**src/rtl/vga_timing_gen_if.sv**
```systemverilog
// rtl/vga_timing_gen_if.sv - video timing bundle between the generator and drawing blocks
interface vga_timing_gen_if #(
  parameter int CW = 11
);
  logic [CW-1:0] hcount;
  logic [CW-1:0] vcount;
  logic          hblnk;
  logic          vblnk;
  logic          hsync;
  logic          vsync;
  logic          de;
  logic          sol;
  logic          sof;

  modport master (
    output hcount, vcount, hblnk, vblnk, hsync, vsync, de, sol, sof
  );

  modport slave (
    input hcount, vcount, hblnk, vblnk, hsync, vsync, de, sol, sof
  );
endinterface

```
**src/rtl/vga_timing_gen.sv**
```systemverilog
// rtl/vga_timing_gen.sv - parametrised VESA-style timing generator with pixel clock-enable
module vga_timing_gen #(
  parameter int H_ACTIVE  = 800,
  parameter int H_FP      = 40,
  parameter int H_SYNC    = 128,
  parameter int H_BP      = 88,
  parameter int V_ACTIVE  = 600,
  parameter int V_FP      = 1,
  parameter int V_SYNC    = 4,
  parameter int V_BP      = 23,
  parameter int HSYNC_POL = 1,
  parameter int VSYNC_POL = 1,
  parameter int CW        = 11
) (
  input  logic             clk,
  input  logic             rst,
  input  logic             ce,
  vga_timing_gen_if.master vid
);

  localparam int HTOTAL = H_ACTIVE + H_FP + H_SYNC + H_BP;
  localparam int VTOTAL = V_ACTIVE + V_FP + V_SYNC + V_BP;

  // Reject degenerate modes and counters too narrow for the chosen totals
  if (H_ACTIVE == 0 || H_FP == 0 || H_SYNC == 0 || H_BP == 0 ||
      V_ACTIVE == 0 || V_FP == 0 || V_SYNC == 0 || V_BP == 0 || CW == 0) begin : g_zero_param
    $error("vga_timing_gen: timing parameters and CW must be non-zero");
  end
  if (HTOTAL > (2 ** CW) || VTOTAL > (2 ** CW)) begin : g_cw_too_small
    $error("vga_timing_gen: HTOTAL/VTOTAL exceed counter range 2^CW");
  end

  localparam logic [CW-1:0] H_LAST    = CW'(HTOTAL - 1);
  localparam logic [CW-1:0] V_LAST    = CW'(VTOTAL - 1);
  localparam logic [CW-1:0] H_ACT     = CW'(H_ACTIVE);
  localparam logic [CW-1:0] V_ACT     = CW'(V_ACTIVE);
  localparam logic [CW-1:0] HS_START  = CW'(H_ACTIVE + H_FP);
  localparam logic [CW-1:0] HS_END    = CW'(H_ACTIVE + H_FP + H_SYNC);
  localparam logic [CW-1:0] VS_START  = CW'(V_ACTIVE + V_FP);
  localparam logic [CW-1:0] VS_END    = CW'(V_ACTIVE + V_FP + V_SYNC);
  localparam logic          HS_ACTIVE = (HSYNC_POL != 0);
  localparam logic          VS_ACTIVE = (VSYNC_POL != 0);

  logic          h_last;
  logic          v_last;
  logic [CW-1:0] h_next;
  logic [CW-1:0] v_next;
  logic          hblnk_next;
  logic          vblnk_next;
  logic          hsync_next;
  logic          vsync_next;

  // Next counter position and the flags decoded from it, so flags land with their counts
  always_comb begin
    h_last     = (vid.hcount == H_LAST);
    v_last     = (vid.vcount == V_LAST);
    h_next     = h_last ? '0 : vid.hcount + CW'(1);
    v_next     = vid.vcount;
    if (h_last) begin
      v_next = v_last ? '0 : vid.vcount + CW'(1);
    end
    hblnk_next = (h_next >= H_ACT);
    vblnk_next = (v_next >= V_ACT);
    hsync_next = ((h_next >= HS_START) && (h_next < HS_END)) ? HS_ACTIVE : ~HS_ACTIVE;
    vsync_next = ((v_next >= VS_START) && (v_next < VS_END)) ? VS_ACTIVE : ~VS_ACTIVE;
  end

  // Registered timing state; advances on ce, strobes only on a ce-qualified wrap
  always_ff @(posedge clk or posedge rst) begin
    if (rst) begin
      vid.hcount <= '0;
      vid.vcount <= '0;
      vid.hblnk  <= 1'b0;
      vid.vblnk  <= 1'b0;
      vid.hsync  <= ~HS_ACTIVE;
      vid.vsync  <= ~VS_ACTIVE;
      vid.de     <= 1'b1;
      vid.sol    <= 1'b0;
      vid.sof    <= 1'b0;
    end else if (ce) begin
      vid.hcount <= h_next;
      vid.vcount <= v_next;
      vid.hblnk  <= hblnk_next;
      vid.vblnk  <= vblnk_next;
      vid.hsync  <= hsync_next;
      vid.vsync  <= vsync_next;
      vid.de     <= ~hblnk_next & ~vblnk_next;
      vid.sol    <= h_last;
      vid.sof    <= h_last & v_last;
    end else begin
      vid.sol    <= 1'b0;
      vid.sof    <= 1'b0;
    end
  end

endmodule

```
**src/flat_wrapper.sv**
```systemverilog
// flat-port wrapper written by rule: the top's interface ports become plain ports
module vga_timing_gen_flat 
#(
  parameter int H_ACTIVE  = 800,
  parameter int H_FP      = 40,
  parameter int H_SYNC    = 128,
  parameter int H_BP      = 88,
  parameter int V_ACTIVE  = 600,
  parameter int V_FP      = 1,
  parameter int V_SYNC    = 4,
  parameter int V_BP      = 23,
  parameter int HSYNC_POL = 1,
  parameter int VSYNC_POL = 1,
  parameter int CW        = 11
)
  (clk, rst, ce, vid_hcount, vid_vcount, vid_hblnk, vid_vblnk, vid_hsync, vid_vsync, vid_de, vid_sol, vid_sof);
  vga_timing_gen_if #(.CW(CW)) vid_i ();
  input  logic clk;
  input  logic rst;
  input  logic ce;
  output wire logic [$bits(vid_i.hcount)-1:0] vid_hcount;
  output wire logic [$bits(vid_i.vcount)-1:0] vid_vcount;
  output wire logic [$bits(vid_i.hblnk)-1:0] vid_hblnk;
  output wire logic [$bits(vid_i.vblnk)-1:0] vid_vblnk;
  output wire logic [$bits(vid_i.hsync)-1:0] vid_hsync;
  output wire logic [$bits(vid_i.vsync)-1:0] vid_vsync;
  output wire logic [$bits(vid_i.de)-1:0] vid_de;
  output wire logic [$bits(vid_i.sol)-1:0] vid_sol;
  output wire logic [$bits(vid_i.sof)-1:0] vid_sof;
  assign vid_hcount = vid_i.hcount;
  assign vid_vcount = vid_i.vcount;
  assign vid_hblnk = vid_i.hblnk;
  assign vid_vblnk = vid_i.vblnk;
  assign vid_hsync = vid_i.hsync;
  assign vid_vsync = vid_i.vsync;
  assign vid_de = vid_i.de;
  assign vid_sol = vid_i.sol;
  assign vid_sof = vid_i.sof;
  vga_timing_gen #(.H_ACTIVE(H_ACTIVE), .H_FP(H_FP), .H_SYNC(H_SYNC), .H_BP(H_BP), .V_ACTIVE(V_ACTIVE), .V_FP(V_FP), .V_SYNC(V_SYNC), .V_BP(V_BP), .HSYNC_POL(HSYNC_POL), .VSYNC_POL(VSYNC_POL), .CW(CW)) u_core (.clk(clk), .rst(rst), .ce(ce), .vid(vid_i));
endmodule
```
**config.mk**
```make
export PLATFORM = sky130hd
export DESIGN_NAME = vga_timing_gen_flat
export DESIGN_NICKNAME = d
export VERILOG_FILES = /design/src/rtl/vga_timing_gen_if.sv /design/src/rtl/vga_timing_gen.sv /design/src/flat_wrapper.sv
export SDC_FILE = /design/constraint.sdc
export NUM_CORES = 1
export LEC_CHECK = 0
export ABC_CLOCK_PERIOD_IN_PS = 2400
export BUFFER_PORTS_ARGS = -buffer_cell sky130_fd_sc_hd__buf_2
export CAP_MARGIN = 30
export CORE_MARGIN = 2
export CORE_UTILIZATION = 46
export DETAILED_ROUTE_END_ITERATION = 6
export PLACE_DENSITY_LB_ADDON = 0.15
export REMOVE_ABC_BUFFERS = 1
export SETUP_SLACK_MARGIN = 0.2
export SYNTH_ARGS = -nofsm -noshare
export SYNTH_HDL_FRONTEND = slang
export SYNTH_SLANG_ARGS = --single-unit
```
**constraint.sdc**
```tcl
create_clock -name clk -period 2.4 [get_ports clk]
set_clock_uncertainty 0.15 [all_clocks]
set_input_delay 0.24 -clock clk [delete_from_list [all_inputs] [get_ports clk]]
set_output_delay 0.24 -clock clk [all_outputs]
set_load 0.02 [all_outputs]
```
After elaboration in Yosys (flattened, before gate mapping):

Cells that the tools add are included.

* multiplexer cells: 7
* shifts and indexed selects: 0
* reduce and logical (&&, ||, !) cells: 2
* bitwise logic cells: 4
* $add $sub $neg: 2
* equal/unequal tests: 2
* order comparisons: 6
* divide/modulo/power cells: 0
* multipliers: 0

Operators with widths (count)
* >= comparator 11 x 10 -> 1 bit (second input constant): 4
* two-way mux 11 bit: 3
* adder 11 x 1 -> 11 bit (second input constant): 2
* less-than comparator 11 x 10 -> 1 bit (second input constant): 2
* == test 11 x 10 -> 1 bit (second input constant): 1
* == test 11 bit (second input constant): 1
* two-way mux 1 bit: 4
* AND 1 bit: 2
* logical AND 1 bit: 2
* inverter 1 bit: 2

* bits in writable memories: 0
* memories: 0
* input port bits: 3
* flip-flop bits (word level): 29
* bits in read-only memories: 0
* logic and storage cells: 32
* bits in latches: 0

Depth between registers and ports, before layout:

Gate-level depths: netlist (run 1).

* depth in word-level cells: 6
* mapped depth: 9

Worst setup path after synthesis (run 1):

No wires, ideal clock.

* path kind: register to register
* start: reg u_core.vid.hcount[0]
* end: reg u_core.vid.de
* data arrival time: 2.245 ns
* slack: -0.056 ns
* path buffers: 1
* stages on the path, launching flop included: 9
* required time: 2.189 ns
* path through: dfrtp_1 > ha_1 > and4_2 > clkbuf_8 > and4_2 > nor4_1 > nor3_1 > o31ai_2 > a32o_2

* longest elaborated chain between the ends: 5
* elaborated cells between the ends (all ways): 9

Ends and longest elaborated chain
* start: declaration: line vga_timing_gen_if.sv:16 `output hcount, vcount, hblnk, vblnk, hsync, vsync, de, sol, sof`
* start signal: assignment: line vga_timing_gen.sv:81 `vid.hcount <= h_next;`
* adder 11 x 1 -> 11 bit / == test 11 bit (equally long branches): line vga_timing_gen.sv:57, vga_timing_gen.sv:55
* two-way mux 11 bit (on tied branches): line vga_timing_gen.sv:57, vga_timing_gen.sv:59
* >= comparator 11 x 10 -> 1 bit (on tied branches): line vga_timing_gen.sv:62, vga_timing_gen.sv:63
* inverter 1 bit: line vga_timing_gen.sv:87 `vid.de <= ~hblnk_next & ~vblnk_next;`
* AND 1 bit *: line vga_timing_gen.sv:87
* end signal: assignment: line vga_timing_gen.sv:87
* end: declaration: line vga_timing_gen_if.sv:16

Mark *: on every way between the ends. The rest lies on a longest branch, timed or not.
A chain may end at the register's enable or synchronous reset.

Final worst setup path (run 1):

* start: reg u_core.vid.hcount[6]
* end: reg u_core.vid.de

Same word-level chain as after synthesis.

==> flow_metrics.env, run 1 <==
export IMPL_dieArea_mm2=0.00511
export IMPL_viasPerCell=5.90
export IMPL_route_detailed_drc=0
export IMPL_p_int_mw=1.22
export IMPL_synth_seq_cells=29
export IMPL_grt_pass1_wl_um=8620
export IMPL_critPathBufInv=1
export IMPL_final_hold_viol_count=0
export IMPL_yosys_area_share_simple_pct=26.1
export IMPL_cp_common_cell="nor4_4"
export IMPL_crit_arrival_ps=2250
export IMPL_io_buffers=31
export IMPL_clkLatencyLatePin_ps=290
export IMPL_place_ws_ps=77.0
export IMPL_hpwlAfterDp_um=3600
export IMPL_die_y_um=71.5
export IMPL_crit_required_ps=2480
export IMPL_rows=24
export IMPL_crit_family="simple AND/OR/NAND/NOR gates"
export IMPL_grt_start_max_net_pins=18
export IMPL_gp_congestion=0.868
export IMPL_yosysSeqAreaShare_pct=34.7
export IMPL_cts_inserted_buffers=5
export IMPL_cts_root_buffer="clkbuf_8"
export IMPL_p_leak_nw=1.13
export IMPL_irDropWorstVdd_mv=0.465
export IMPL_nets=277
export IMPL_drt_initial_drc_count=119
export IMPL_synth_commonest_cells="dfrtp_1 (28), nand2_1 (21), nand3_1 (14), nor2_1 (14), o21ai_0 (12)"
export IMPL_final_min_clock_period_ps=2170
export IMPL_first_pass_iters=5
export IMPL_vias=1911
export IMPL_grt_overflow_total=0
export IMPL_io_pin_count=32
export IMPL_first_global_vias=1708
export IMPL_initial_core_util_pct=47.8
export IMPL_clockPowerShare_pct=28.0
export IMPL_synthFlopType="dfrtp_1"
export IMPL_yosys_area_share_xor_xnor_pct=5.44
export IMPL_die_x_um=71.5
export IMPL_drv_cap=0
export IMPL_status="finished clean"
export IMPL_synth_compound_area_share_pct=17.3
export IMPL_ys_types=55
export IMPL_grt_use_total_pct=21.5
export IMPL_timing_final_max_slew_violations=0
export IMPL_crit_path_end_kind="register"
export IMPL_seqPwrFrac_pct=32.7
export IMPL_swShare_pct=36.2
export IMPL_core_area_mm2=0.00438
export IMPL_cellPowerDensity_mw_per_mm2=745
export IMPL_slew_headroom_pct=55.9
export IMPL_syn_area_mm2=0.00209
export IMPL_fin_crit_sh_pct=90.5
export IMPL_yosys_area_top_type="dfrtp_1"
export IMPL_cts_clk_slew_worst_paths_ps=70
export IMPL_cts_buffer_depth=2
export IMPL_cts_sinks=29
export IMPL_diodes=0
export IMPL_synth_edff_count=0
export IMPL_worst_slew_pin_slew_ps=661
export IMPL_synth_fa_ha_area_share_pct=1.79
export IMPL_synth_top_family_by_area="simple AND/OR/NAND/NOR gates"
export IMPL_final_util_pct=58.7
export IMPL_synth_mux_area_share_pct=3.11
export IMPL_critPathKind="reg -> reg"
export IMPL_setup_ws_ps=228
export IMPL_power_mw=1.92
export IMPL_wire_per_inst_um=16.5
export IMPL_hold_ws_ps=201
export IMPL_htreeDepth=2
export IMPL_nFillCells=391
export IMPL_synth_area_leaders="dfrtp_1 (33%), bufbuf_16 (4.7%), xnor2_1 (4.2%)"
export IMPL_comb_power_share_pct=39.4
export IMPL_syn_area_per_cell_um2=9.48
export IMPL_setup_viol=0
export IMPL_postRouteAntennaNets=0
export IMPL_hold_class="in -> reg"
export IMPL_cpPeakStageDelay_ps=410
export IMPL_antenna_found_initial=0
export IMPL_crit_path_top_delay_cell="dfrtp_1"
export IMPL_synth_cells=221
export IMPL_switching_power_mw=0.693
export IMPL_final_setup_tns_ps=0
export IMPL_crit_chain="nor4_4 -> buf_4 -> nand4_4 -> nor4_4 -> nor3_2 -> o31ai_4 -> a32o_2"
export IMPL_area_delta_synth_final_pct=22.8
export IMPL_synth_most_common_cell="dfrtp_1"
export IMPL_totalWireLength_um=5350
export IMPL_drive_above_1_share_pct=37.9
export IMPL_cp_max_fo=4
export IMPL_yosysWarnings=0
export IMPL_startpoint_type="register"
export IMPL_fmax_mhz=460
export IMPL_rsz0062_at_grt="yes"
export IMPL_async_flop_share_pct=100
export IMPL_synth_top_area_share_pct=33.5
export IMPL_tritoncts="done"
-- power by group through the flow --
stage,logic [mW],clock network (mW),registers [mW]
5_1_grt,0.816,0.567,0.636
3_3_place_gp,0.672,0,0.619
3_5_place_dp,0.680,0,0.619
6_report,0.754,0.536,0.626
4_1_cts,0.694,0.543,0.614
2_1_floorplan,0.284,0,0.755
-- kinds of logic after synthesis --
logic type      count (synthesis)
compound gates                 51
xor+xnor                       13
fa+ha+maj                       3
buf+inv                        24
flops                          29
mux                             6
simple gates                   95
-- per-stage QoR --
stage,instances,cell area [um2]
floorplan,203,1870
global placement,307,2250
detailed placement,307,2250
CTS,317,2390
global route,324,2570
finish,324,2570
-- registers in the layout, indices dropped and copies added (netlist names) --
| register | flops |
|---|---|
| u_core.vid.hcount | 11 |
| u_core.vid.de | 1 |
| u_core.vid.vcount | 11 |
| u_core.vid.hsync | 1 |
| u_core.vid.sof | 1 |
| u_core.vid.vsync | 1 |
| u_core.vid.hblnk | 1 |
| u_core.vid.vblnk | 1 |
| u_core.vid.sol | 1 |
-- layout make-up --
cell class,instances,area (um2),share of cell area [%]
clock buffers,7,86.3,3.36
well taps,52,65.1,2.53
repair buffers,60,383,14.9
multi-input cells,169,1260,48.9
flip-flops and latches,29,727,28.3
clock inverters,1,30.0,1.17
inverters,6,22.5,0.875
-- layer usage --
metal	wire length (um)	share of wire, %	up-vias	track usage [%]
li1	-	-	925	-
met1	2480	46	925	31.2
met2	2540	48	54	32.4
met3	252	4.7	7	4.64
met4	73	1.4	0	6.29
met5	0	0	-	0
-- cells in the final DEF, fill, tap and decap left out, types with 4 or more instances in the layout --
cell type and instances:
buf_4 26, a21oi_1 8, nor3_2 4, nand3_1 14, a31oi_1 4, and4_4 4, clkbuf_8 6, nor2_1 13
nand2_1 20, o21ai_0 12, buf_2 31, mux2_2 4, xnor2_1 10, nand4_1 10, inv_1 6, o31ai_1 4
dfrtp_1 28
-- worst reg2reg max path: cells and delay by family (launching register included) --
kind / cells / cell delay [ps]
flip-flops: 1 / 410
AND/OR/NAND/NOR: 4 / 890
buffers and inverters: 1 / 190
AO/OA/AOI/OAI: 2 / 490
-- final timing paths --
check	startpoint	endpoint	slack [ps]	cells past startpoint
worst max-delay path	u_core.vid.hcount[6]	u_core.vid.de	230	7
worst min-delay path	ce	u_core.vid.vcount[10]	200	3
worst max register to register	u_core.vid.hcount[6]	u_core.vid.de	230	7
worst min register to register	u_core.vid.hsync	u_core.vid.hsync	340	1
max in group asynchronous	rst	u_core.vid.vcount[2]	1080	4
min in group asynchronous	rst	u_core.vid.hcount[6]	440	3
-- timing repair --
action | in CTS | in global routing
pin swaps | 3 | 10
hold buffers | 1 | 0
buffers inserted | 1 | 6
cloned | 0 | 1
gates resized for setup | 2 | 26
hold endpoints to repair | 14 | 0
setup endpoints to repair | 4 | 14
(Power assumes the default switching activity.)
==> run 2: changes to the inputs <==
- RECOVER_POWER: not set -> 50
==> flow_metrics.env, run 2 (synthesized netlist as in run 1, its figures left out) <==
export IMPL_status="finished clean"
export IMPL_cts_clk_slew_worst_paths_ps=70
export IMPL_first_pass_iters=4
export IMPL_first_global_vias=1708
export IMPL_route_detailed_drc=0
export IMPL_fin_crit_sh_pct=90.4
export IMPL_critPathKind="reg -> reg"
export IMPL_area_delta_synth_final_pct=21.3
export IMPL_r2r_start="u_core.vid.hcount[6]"
export IMPL_reg_top3="u_core.vid.hcount (11), u_core.vid.vcount (11)"
export IMPL_fin_cells=324
export IMPL_wire_per_inst_um=16.5
export IMPL_cts_root_buffer="clkbuf_8"
export IMPL_irDropWorstVdd_mv=0.433
export IMPL_vias=1908
export IMPL_placedCellCount=307
export IMPL_drt_initial_drc_count=149
export IMPL_drive_above_1_share_pct=30.1
export IMPL_fmax_mhz=461
export IMPL_final_common_cell="dfrtp_1"
export IMPL_layout_common_cells="dfrtp_1 (28), buf_4 (25), nand2_1 (20), clkbuf_1 (20), nand3_1 (14)"
export IMPL_worst_slew_pin_slew_ps=654
export IMPL_hp_start="ce"
export IMPL_crit_required_ps=2470
export IMPL_die_x_um=71.5
export IMPL_final_hold_viol_count=0
export IMPL_io_buffers=31
export IMPL_cellPowerDensity_mw_per_mm2=747
export IMPL_io_pin_count=32
export IMPL_rows=24
export IMPL_cts_sinks=29
export IMPL_tritoncts="done"
export IMPL_p_leak_nw=1.07
export IMPL_crit_path_end_kind="register"
export IMPL_cts_buffer_depth=2
export IMPL_cpPeakStageDelay_ps=410
export IMPL_cp_max_fo=8
export IMPL_startpoint="u_core.vid.hcount[6]"
export IMPL_core_area_mm2=0.00438
export IMPL_final_min_clock_period_ps=2170
export IMPL_grt_pass1_wl_um=8620
export IMPL_initial_core_util_pct=47.8
export IMPL_drv_cap=0
export IMPL_crit_path_top_delay_cell="dfrtp_1"
export IMPL_antenna_found_initial=0
export IMPL_dieArea_mm2=0.00511
export IMPL_diodes=0
export IMPL_crit_family="simple AND/OR/NAND/NOR gates"
export IMPL_hold_class="in -> reg"
export IMPL_swShare_pct=36.3
export IMPL_wl_met2_um=2500
export IMPL_crit_arrival_ps=2240
export IMPL_p_int_mw=1.21
export IMPL_final_setup_tns_ps=0
export IMPL_nFillCells=398
export IMPL_switching_power_mw=0.688
export IMPL_cts_inserted_buffers=5
export IMPL_startpoint_type="register"
export IMPL_viasPerCell=5.89
export IMPL_postRouteAntennaNets=0
export IMPL_crit_chain="nor4_4 -> buf_4 -> and3_4 -> a311oi_2 -> nor3_2 -> o31ai_4 -> a32o_2"
export IMPL_setup_viol=0
export IMPL_hpwlAfterDp_um=3600
export IMPL_gp_congestion=0.868
export IMPL_wl_met3_um=317
export IMPL_die_y_um=71.5
export IMPL_comb_power_share_pct=39.0
export IMPL_met1_length_um=2460
export IMPL_critPathBufInv=1
export IMPL_timing_final_max_slew_violations=0
export IMPL_grt_overflow_total=0
export IMPL_clkLatencyLatePin_ps=280
export IMPL_htreeDepth=2
export IMPL_seqPwrFrac_pct=32.9
export IMPL_totalWireLength_um=5330
export IMPL_rsz0062_at_grt="yes"
export IMPL_grt_start_max_net_pins=18
export IMPL_nets=277
export IMPL_clockPowerShare_pct=28.1
export IMPL_slew_headroom_pct=56.3
export IMPL_grt_use_total_pct=21.5
export IMPL_top_layer="met4"
run 2: final timing paths:
path                                          to  slack, ps  cells after the start
min reg2reg                     u_core.vid.hsync        340                      1
min in group asynchronous   u_core.vid.hcount[5]        440                      3
max in group asynchronous   u_core.vid.hcount[7]       1010                      4
min                        u_core.vid.vcount[10]        210                      3
max reg2reg                        u_core.vid.de        230                      7
max                                u_core.vid.de        230                      7
run 2: cell type report:
class | count | area (um2) | share of cell area [%]
flip-flops and latches | 29 | 727 | 28.6
clock inverters | 1 | 30.0 | 1.18
well taps | 52 | 65.1 | 2.56
inverters | 6 | 22.5 | 0.886
multi-input cells | 169 | 1250 | 49.3
clock buffers | 7 | 86.3 | 3.40
repair buffers | 60 | 357 | 14.0
run 2: timing repair:
action                     4_1_cts  5_1_grt
setup endpoints to repair        4       14
gates cloned                     0        1
hold endpoints to repair        14        0
resized for setup                2       26
pin swaps                        3       10
setup buffers                    1        6
hold buffers                     1        0
run 2: stage by stage:
step | utilization, % | power (mW) | worst slack (ps) | area (um2) | hold slack, ps
6_report | 58.0 | 1.90 | 231 | 2540 | 206
5_1_grt | 58.0 | 2.00 | 103 | 2540 | 218
4_1_cts | 54.6 | 1.85 | 128 | 2390 | 196
3_5_place_dp | 51.4 | 1.30 | 77.0 | 2250 | 234
3_3_place_gp | 51.4 | 1.29 | 158 | 2250 | 233
2_1_floorplan | - | 1.04 | 2.13 | 1870 | 167
run 2: worst reg2reg max path, cell delays in order (launching register included):
cell and delay, ps:
dfrtp_1 410, nor4_4 390, buf_4 200, and3_4 230, a311oi_2 100, nor3_2 230, o31ai_4 110, a32o_2 290
run 2: power groups by stage:
stage / combinational, mW / sequential, mW / clock [mW]
after floorplan: 0.284 / 0.755 / 0
after global placement: 0.672 / 0.619 / 0
after detailed placement: 0.680 / 0.619 / 0
after CTS: 0.694 / 0.614 / 0.543
final: 0.739 / 0.625 / 0.533
after global routing: 0.802 / 0.635 / 0.567
run 2: routing by layer:
| layer | global-route usage, % | up-vias |
|---|---|---|
| met1 | 31.2 | 911 |
| met3 | 4.64 | 5 |
| met2 | 32.4 | 63 |
| li1 | - | 929 |
| met4 | 6.29 | 0 |
| met5 | 0 | - |
